<file path="config.mk">
export PLATFORM = sky130hd
export DESIGN_NAME = pipeline_ctrl
export DESIGN_NICKNAME = d
export VERILOG_FILES = /design/src/rtl/pipe_pkg.sv /design/src/rtl/sat_counter.sv /design/src/rtl/pipeline_ctrl.sv
export SDC_FILE = /design/constraint.sdc
export NUM_CORES = 1
export LEC_CHECK = 0
export ABC_AREA = 1
export CORE_MARGIN = 3
export CORE_UTILIZATION = 50
export CTS_CLUSTER_DIAMETER = 60
export CTS_CLUSTER_SIZE = 24
export DETAILED_ROUTE_END_ITERATION = 7
export HOLD_SLACK_MARGIN = 0.12
export PLACE_DENSITY = 0.87
export SKIP_CTS_REPAIR_TIMING = 1
export SLEW_MARGIN = 20
export SYNTH_ARGS = -nofsm -noshare
export SYNTH_HDL_FRONTEND = slang
export SYNTH_SLANG_ARGS = --single-unit
export TNS_END_PERCENT = 30
</file>
<file path="constraint.sdc">
create_clock -name clk -period 3.74 [get_ports clk]
set_clock_uncertainty 0.05 [all_clocks]
set_input_delay 0.935 -clock clk [delete_from_list [all_inputs] [get_ports clk]]
set_output_delay 0.935 -clock clk [all_outputs]
set_load 0.02 [all_outputs]
</file>
<file path="src/rtl/pipe_pkg.sv">
// pipe_pkg: sequencer state encoding and the pipeline control words it selects between.
package pipe_pkg;
    typedef enum logic [2:0] {RUN, LU_STALL, MEM_WAIT, DRAIN, HALTED} state_t;

    typedef struct packed {
        logic pc_we;
        logic ifid_we;
        logic ifid_flush;
        logic idex_bubble;
        logic exmem_flush;
        logic pipe_freeze;
        logic halted;
    } ctrl_t;

    localparam ctrl_t CTRL_RUN    = '{pc_we: 1'b1, ifid_we: 1'b1, default: 1'b0};
    localparam ctrl_t CTRL_FREEZE = '{pipe_freeze: 1'b1, default: 1'b0};
    localparam ctrl_t CTRL_STALL  = '{idex_bubble: 1'b1, default: 1'b0};
    // Branch flush: NOP into IF/ID, ID/EX and EX/MEM while the PC loads the target
    localparam ctrl_t CTRL_FLUSH  = '{pc_we: 1'b1, ifid_we: 1'b1, ifid_flush: 1'b1,
                                      idex_bubble: 1'b1, exmem_flush: 1'b1, default: 1'b0};
    localparam ctrl_t CTRL_DRAIN  = '{ifid_we: 1'b1, ifid_flush: 1'b1, default: 1'b0};
    localparam ctrl_t CTRL_HALT   = '{pipe_freeze: 1'b1, halted: 1'b1, default: 1'b0};
endpackage

</file>
<file path="src/rtl/sat_counter.sv">
// sat_counter: event counter that sticks at all-ones instead of wrapping.
module sat_counter #(
    parameter int unsigned W = 16
) (
    input  logic         clk,
    input  logic         reset_n,
    input  logic         inc,
    output logic [W-1:0] cnt
);
    always_ff @(posedge clk or negedge reset_n) begin
        if (!reset_n)
            cnt <= '0;
        else if (inc && !(&cnt))
            cnt <= cnt + 1'b1;
    end
endmodule

</file>
<file path="src/rtl/pipeline_ctrl.sv">
// pipeline_ctrl: 5-stage pipeline sequencer for stalls, memory waits, branch flushes and halt.
module pipeline_ctrl
    import pipe_pkg::*;
#(
    parameter int unsigned LU_CYCLES = 1,
    parameter int unsigned DRAIN_CYC = 4,
    parameter int unsigned CNT_W     = 16
) (
    input  logic             clk,
    input  logic             reset_n,
    input  logic             lu_stall,
    input  logic             br_taken,
    input  logic             dmem_busy,
    input  logic             halt_req,
    input  logic             resume,
    output logic             pc_we,
    output logic             ifid_we,
    output logic             ifid_flush,
    output logic             idex_bubble,
    output logic             exmem_flush,
    output logic             pipe_freeze,
    output logic             halted,
    output logic [CNT_W-1:0] stall_cnt,
    output logic [CNT_W-1:0] flush_cnt
);
    state_t     state, next_state;
    logic [3:0] cnt, next_cnt;
    ctrl_t      ctrl;
    logic       flush_ev;
    logic       stall_ev;

    always_ff @(posedge clk or negedge reset_n) begin
        if (!reset_n) begin
            state <= RUN;
            cnt   <= '0;
        end else begin
            state <= next_state;
            cnt   <= next_cnt;
        end
    end

    always_comb begin
        next_state = state;
        next_cnt   = cnt;
        case (state)
            RUN: begin
                if (dmem_busy) begin
                    next_state = MEM_WAIT;
                end else if (br_taken) begin
                    next_state = RUN;
                end else if (lu_stall) begin
                    next_state = (LU_CYCLES > 1) ? LU_STALL : RUN;
                    next_cnt   = 4'(LU_CYCLES - 1);
                end else if (halt_req) begin
                    next_state = DRAIN;
                    next_cnt   = 4'(DRAIN_CYC);
                end
            end
            LU_STALL: begin
                if (dmem_busy) begin
                    next_state = MEM_WAIT;
                end else if (br_taken) begin
                    next_state = RUN;
                end else begin
                    next_cnt   = cnt - 1'b1;
                    next_state = (cnt == 4'd1) ? RUN : LU_STALL;
                end
            end
            MEM_WAIT: next_state = dmem_busy ? MEM_WAIT : RUN;
            DRAIN: begin
                if (!dmem_busy) begin
                    next_cnt   = cnt - 1'b1;
                    next_state = (cnt == 4'd1) ? HALTED : DRAIN;
                end
            end
            HALTED:   next_state = resume ? RUN : HALTED;
            default:  next_state = RUN;
        endcase
    end

    always_comb begin
        ctrl     = CTRL_RUN;
        flush_ev = 1'b0;
        case (state)
            RUN: begin
                if (dmem_busy) begin
                    ctrl = CTRL_FREEZE;
                end else if (br_taken) begin
                    ctrl     = CTRL_FLUSH;
                    flush_ev = 1'b1;
                end else if (lu_stall) begin
                    ctrl = CTRL_STALL;
                end else if (halt_req) begin
                    ctrl = CTRL_DRAIN;
                end
            end
            LU_STALL: begin
                ctrl     = dmem_busy ? CTRL_FREEZE : br_taken ? CTRL_FLUSH : CTRL_STALL;
                flush_ev = !dmem_busy && br_taken;
            end
            MEM_WAIT: ctrl = dmem_busy ? CTRL_FREEZE : CTRL_RUN;
            DRAIN:    ctrl = dmem_busy ? CTRL_FREEZE : CTRL_DRAIN;
            HALTED:   ctrl = CTRL_HALT;
            default:  ctrl = CTRL_RUN;
        endcase
    end

    assign pc_we       = ctrl.pc_we;
    assign ifid_we     = ctrl.ifid_we;
    assign ifid_flush  = ctrl.ifid_flush;
    assign idex_bubble = ctrl.idex_bubble;
    assign exmem_flush = ctrl.exmem_flush;
    assign pipe_freeze = ctrl.pipe_freeze;
    assign halted      = ctrl.halted;
    assign stall_ev    = !ctrl.pc_we && (state != HALTED) && !flush_ev;

    sat_counter #(.W(CNT_W)) u_stall_cnt (
        .clk     (clk),
        .reset_n (reset_n),
        .inc     (stall_ev),
        .cnt     (stall_cnt)
    );

    sat_counter #(.W(CNT_W)) u_flush_cnt (
        .clk     (clk),
        .reset_n (reset_n),
        .inc     (flush_ev),
        .cnt     (flush_cnt)
    );
endmodule
</file>
==> results.ini, run 1 <==
[clock_tree]
cts_buffers=5
root_buffer=clkbuf_8
cts_tree=yes
clkSlewWorstSetupHoldPaths_ns=0.07
cts.sinks=39
cts_max_level=2
insertion_delay_ns=0.30
cts_buffer_depth=2

[timing]
fin_crit_ns=3.592
worstMarginPinSlew_ns=0.8681
slew_violations=0
rsz0062_at_grt=false
setup_viol=0
fin_setup_tns_ns=0
hold_violations=0
slew_headroom_pct=42.13
fmax_ghz=0.2784
setup_ws_ns=0.1482
post-route-period-util_pct=96.04

[synth]
synthDistinctLibCells=31
netlist_top_cells_area=dfrtp_1, nand2_1, nor2_1
post-synth-top-area-fraction_pct=37.97
synth_nets=379
ys_seq_elements=39
synth_area_um2=2570
ys_seq_area_share_pct=37.97
syn_avg_cell_area_um2=6.984
yosys.area.top_type=dfrtp_1
syn_inst=368
yosysWarnings=0

[routing]
drc=0
wl_per_cell_um=12.79
drt_iter0_drc=140
first_pass_iters=4
dr_total_vias=2510
viasPerCell=5.165
drtAntennaViolNets=0
routed_wl_um=6214

[cells_and_area]
insertedDiodeCount=0
syn2layout_area_growth_pct=24.20
drive_gt1_share_pct=8.115
layout_common_cells=nand2_1, clkdlybuf4s50_1, dfrtp_1
layout_commonest_cell=nand2_1
post-route-util_pct=65.83
layout.nets=429
design_area_um2=3192

[floorplan]
initial_core_util_pct=53.01
die_area_um2=6037
die_y_um=77.70
die_x_um=77.70
placementRows=25
io_pins=46
coreArea_um2=4848

[outcome]
status=complete, no violations

[critical_path]
worstPathRequired_ns=2.75
arrival_ns=2.61
endpoint_kind=primary output
cp_slowest_stage_delay_ns=0.60
cp_cell_sequence=clkdlybuf4s50_1 > nor2_2 > nand2_1 > a21oi_1 > o21ai_0 > nand2_1 > clkdlybuf4s50_1
critical-path-top-delay-family=buffers and inverters
crit_fanout=3
crit_slowest_cell=clkdlybuf4s50_1
crit_type=input port to primary output
cp.buffers_inverters=2
critPathLaunchType=input port

[grt]
grt_util_all_layers_pct=22.02
grt_pass1_wl_um=11010
globalRoute.totalOverflow=0
antenna_found_initial=0
grt_max_degree=40
grt_pass1_vias=2466

[placed_design]
place_hpwl_um=4544
gp_congestion=0.9389
placedInstanceArea_um2=3077
io_buffers=45
dpl_worst_slack_ns=0.05228

[hold_path]
hold_class=flip-flop to flip-flop

[power_and_ir_drop]
leakage_nw=1.518
ir_drop_uv=417.0
power.density_nw_per_um2=546.0

[job]
maxCapViolations=0

[where the power goes]
| group | switching, W | internal, W |
|---|---|---|
| clock network | 0.000158 | 0.000199 |
| logic | 0.000448 | 0.000308 |
| registers | 0.000124 | 0.000506 |
| total | 0.000730 | 0.00101 |
[worst min-delay path: cells and delay by family (launching register included)]
kind / cells / cell delay (ns)
and+or+nand+nor: 1 / 0.05
AOI/OAI and AO/OA: 1 / 0.07
DFF: 1 / 0.35
[logic make-up after synthesis]
family	synth area share, %
and+or+nand+nor	42.06
adders and majority gates	1.947
AOI/OAI and AO/OA	4.771
buffers and inverters	6.426
xor gates and xnor gates	6.816
DFF	37.97
[state kept, by name (all words and copies together), names as in the netlist]
name             flops
state                3
u_flush_cnt.cnt     16
cnt                  4
u_stall_cnt.cnt     16
[through the flow]
stage	std cells	hold WS, ns	power, W
after CTS	486	0.4520	0.001755
after global routing	486	0.4954	0.001874
after floorplan	368	0.4030	0.001124
after global placement	478	0.4218	0.001374
final	486	0.4531	0.001743
after detailed placement	478	0.4342	0.001390
[synthesized netlist by cell type (all sizes together)]
| library cell | number |
|---|---|
| nand2 | 162 |
| nor2 | 41 |
| dfrtp | 39 |
| inv | 31 |
| nand3 | 23 |
| o21ai | 15 |
| xnor2 | 13 |
| nand4 | 9 |
| xor2 | 7 |
| buf | 5 |
| ha | 4 |
| nand3b | 4 |
| nor3 | 4 |
| a21oi | 3 |
| and2 | 2 |
| a31oi | 1 |
| clkinv | 1 |
| o211ai | 1 |
| o21bai | 1 |
| o22ai | 1 |
| or2 | 1 |
[worst paths after layout]
path                                     from  slack [ns]  cells past startpoint             endpoint
setup / recovery                    dmem_busy        0.15                      7           ifid_flush
hold / removal                         cnt[1]        0.45                      2               cnt[1]
setup reg to reg           u_flush_cnt.cnt[0]        1.88                      8  u_flush_cnt.cnt[13]
hold reg to reg                        cnt[1]        0.45                      2               cnt[1]
max in group asynchronous             reset_n        2.39                      1   u_stall_cnt.cnt[1]
min in group asynchronous             reset_n        0.70                      1  u_flush_cnt.cnt[11]
[final cells by class]
type	instances	area (µm²)
fill	446	1657
multi-input combinational	292	1429
sequential	39	975.9
timing repair buffer	48	470.5
inverter	32	120.1
tap	67	83.83
clock buffer	5	68.82
clock inverter	3	43.79
[layer usage]
layer / GRT usage (%) / part of all wire [%]
met3: 4.292 / 4.2
met4: 6.050 / 1.2
met5: 0 / 0
met1: 28.09 / 45
met2: 37.84 / 50
No activity file was read; power rests on OpenSTA's default activity.
==> inputs of run 2 (changes only) <==
--- a/config.mk
+++ b/config.mk
@@ -17,5 +17,6 @@
 export SLEW_MARGIN = 20
 export SYNTH_ARGS = -nofsm -noshare
 export SYNTH_HDL_FRONTEND = slang
+export SYNTH_HIERARCHICAL = 1
 export SYNTH_SLANG_ARGS = --single-unit
 export TNS_END_PERCENT = 30
==> results.ini, run 2 <==
[outcome]
status=complete, no violations

[cells_and_area]
multi_input_area_um2=1574  ; +10%
syn2layout_area_growth_pct=21.01
n_fill_cell=441  ; -1.1%
layout_commonest_cell=nand2_1
layout.nets=486  ; +13%
layout_common_cells=nand2_1, nor2_1, clkdlybuf4s50_1
insertedDiodeCount=0  ; unchanged
drive_gt1_share_pct=9.895  ; +1.8 points
reg_top3=u_flush_cnt/cnt: 16 flops, u_stall_cnt/cnt: 16 flops, cnt: 4 flops
ff_latch_area_um2=975.9  ; unchanged
design_area_um2=3366  ; +5.4%

[routing]
first_pass_iters=5  ; +1
dr_total_vias=2819  ; +12%
drc=0  ; unchanged
routed_wl_um=6449  ; +3.8%
wl_per_cell_um=11.83  ; -7.5%
viasPerCell=5.172  ; +0.15%
drt_iter0_drc=256  ; +83%
drtAntennaViolNets=0  ; unchanged

[power_and_ir_drop]
ir_drop_uv=399.5  ; -4.2%
leakage_nw=1.604  ; +5.6%
power.density_nw_per_um2=474.6  ; -13%

[synth]
async_flop_share_pct=100.0  ; unchanged
synthDistinctLibCells=26  ; -16%
ys_seq_elements=39  ; unchanged
netlist_top_cells_area=dfrtp_1, nand2_1, nor2_1
yosysMostFrequentCell=nand2_1
synth_area_um2=2781  ; +8.2%
syn_inst=427  ; +16%
synth_edf_count=0  ; unchanged
synth_commonest_cells=nand2_1, nor2_1, inv_1, dfrtp_1, nand3_1
yosys.area.top_type=dfrtp_1
post-synth-top-area-fraction_pct=35.09  ; -2.9 points
dominantRegCellSynth=dfrtp_1
syn_avg_cell_area_um2=6.514  ; -6.7%
ys_seq_area_share_pct=35.09  ; -2.9 points
yosysWarnings=6  ; +6
synth_nets=438  ; +16%

[critical_path]
cp_slowest_stage_delay_ns=0.60  ; about the same
endpoint_kind=primary output
crit_type=input port to primary output
worstPathRequired_ns=2.75  ; about the same
crit_slowest_cell=clkdlybuf4s50_1
crit_fanout=3  ; unchanged
timing.rr.start=state[2]
crit_start=dmem_busy
arrival_ns=2.61  ; about the same
cp_cell_sequence=clkdlybuf4s50_1 > nor2_2 > nand2_1 > a21oi_1 > o21ai_0 > nand2_1 > clkdlybuf4s50_1
critPathLaunchType=input port
ff2ff_setup_slack_ns=1.59  ; -0.29 ns

[timing]
post-route-period-util_pct=96.04  ; about the same
rsz0062_at_grt=false
worstMarginPinSlew_ns=0.8590  ; -0.009146 ns
fin_crit_ns=3.592  ; +0.0001480 ns
slew_violations=0  ; unchanged
setup_viol=0  ; unchanged
fmax_ghz=0.2784  ; about the same
slew_headroom_pct=42.74  ; +0.61 points
hold_violations=0  ; unchanged
fin_setup_tns_ns=0  ; unchanged

[clock_tree]
cts_tree=yes
cts_buffer_depth=2  ; unchanged
clkSlewWorstSetupHoldPaths_ns=0.07  ; about the same
cts_max_level=2  ; unchanged
cts_buffers=5  ; unchanged
cts.sinks=39  ; unchanged
insertion_delay_ns=0.29  ; about the same
root_buffer=clkbuf_8

[grt]
grt_util_all_layers_pct=21.50  ; -0.52 points
globalRoute.totalOverflow=0  ; unchanged
grt_pass1_wl_um=11050  ; +0.44%
grt_pass1_vias=2554  ; +3.6%
antenna_found_initial=0  ; unchanged
grt_max_degree=40  ; unchanged

[floorplan]
coreArea_um2=5238  ; +8.0%
placementRows=26  ; +4.0%
die_x_um=80.59  ; +3.7%
die_y_um=80.59  ; +3.7%
io_pins=46  ; unchanged
initial_core_util_pct=53.11  ; +0.099 points
die_area_um2=6494  ; +7.6%

[hold_path]
hold_class=flip-flop to flip-flop
min-delay-start=cnt[1]

[placed_design]
io_buffers=45  ; unchanged
gp_congestion=0.9314  ; -0.80%
place_hpwl_um=4756  ; +4.7%
placedInstanceArea_um2=3276  ; +6.5%

[job]
maxCapViolations=0  ; unchanged

## run 2: kinds of logic (layout without fill, tap and decap cells)
logic type | Yosys count | in the layout | share of synthesized area [%]
adder cells (fa/ha/maj) | 4 | 4 | 1.799
buffers and inverters | 54 | 102 | 8.412
AO/OA/AOI/OAI | 15 | 15 | 3.104
AND/OR/NAND/NOR | 308 | 308 | 49.39
XOR/XNOR | 7 | 7 | 2.204
flip-flops | 39 | 39 | 35.09
## run 2: area by class of cell
class / count / area share [%]
multi-input combinational: 334 / 46.77
sequential: 39 / 29.00
timing repair buffer: 47 / 13.68
inverter: 48 / 5.353
tap: 70 / 2.602
clock buffer: 6 / 2.454
clock inverter: 1 / 0.1487
## run 2: routing by layer
layer	track usage [%]	part of all wire (%)
met5	0	0
met4	8.784	2.6
met2	36.34	49
met1	27.42	43
met3	3.027	5.9
## run 2: worst paths after layout
check | endpoint | cells after the start
worst max-delay path | ifid_flush | 7
worst min-delay path | cnt[1] | 2
worst max register to register | u_stall_cnt/cnt[15] | 13
worst min register to register | cnt[1] | 2
max in group asynchronous | cnt[0] | 1
min in group asynchronous | u_flush_cnt/cnt[11] | 1
## run 2: where the power goes
| part | switching [W] | internal (W) |
|---|---|---|
| clock | 0.000146 | 0.000145 |
| sequential | 0.000119 | 0.000494 |
| combinational | 0.000409 | 0.000285 |
## run 2: worst max-delay path: cells and delay by family
family / cells / cell delay, ns
buf+inv: 2 / 1.04
simple gates: 3 / 0.33
compound gates: 2 / 0.31
## run 2: stage by stage
step                worst slack [ns]  total power [W]  utilization [%]  std cells  hold WS [ns]
finish                        0.1481         0.001597            64.26        545        0.4645
global placement              0.2156         0.001290            62.54        538        0.4474
detailed placement            0.1707         0.001314            62.54        538        0.4527
CTS                           0.1619         0.001611            64.21        545        0.4684
global route                 0.06457         0.001720            64.26        545        0.5288
floorplan                      1.168         0.001071                -        427        0.4214
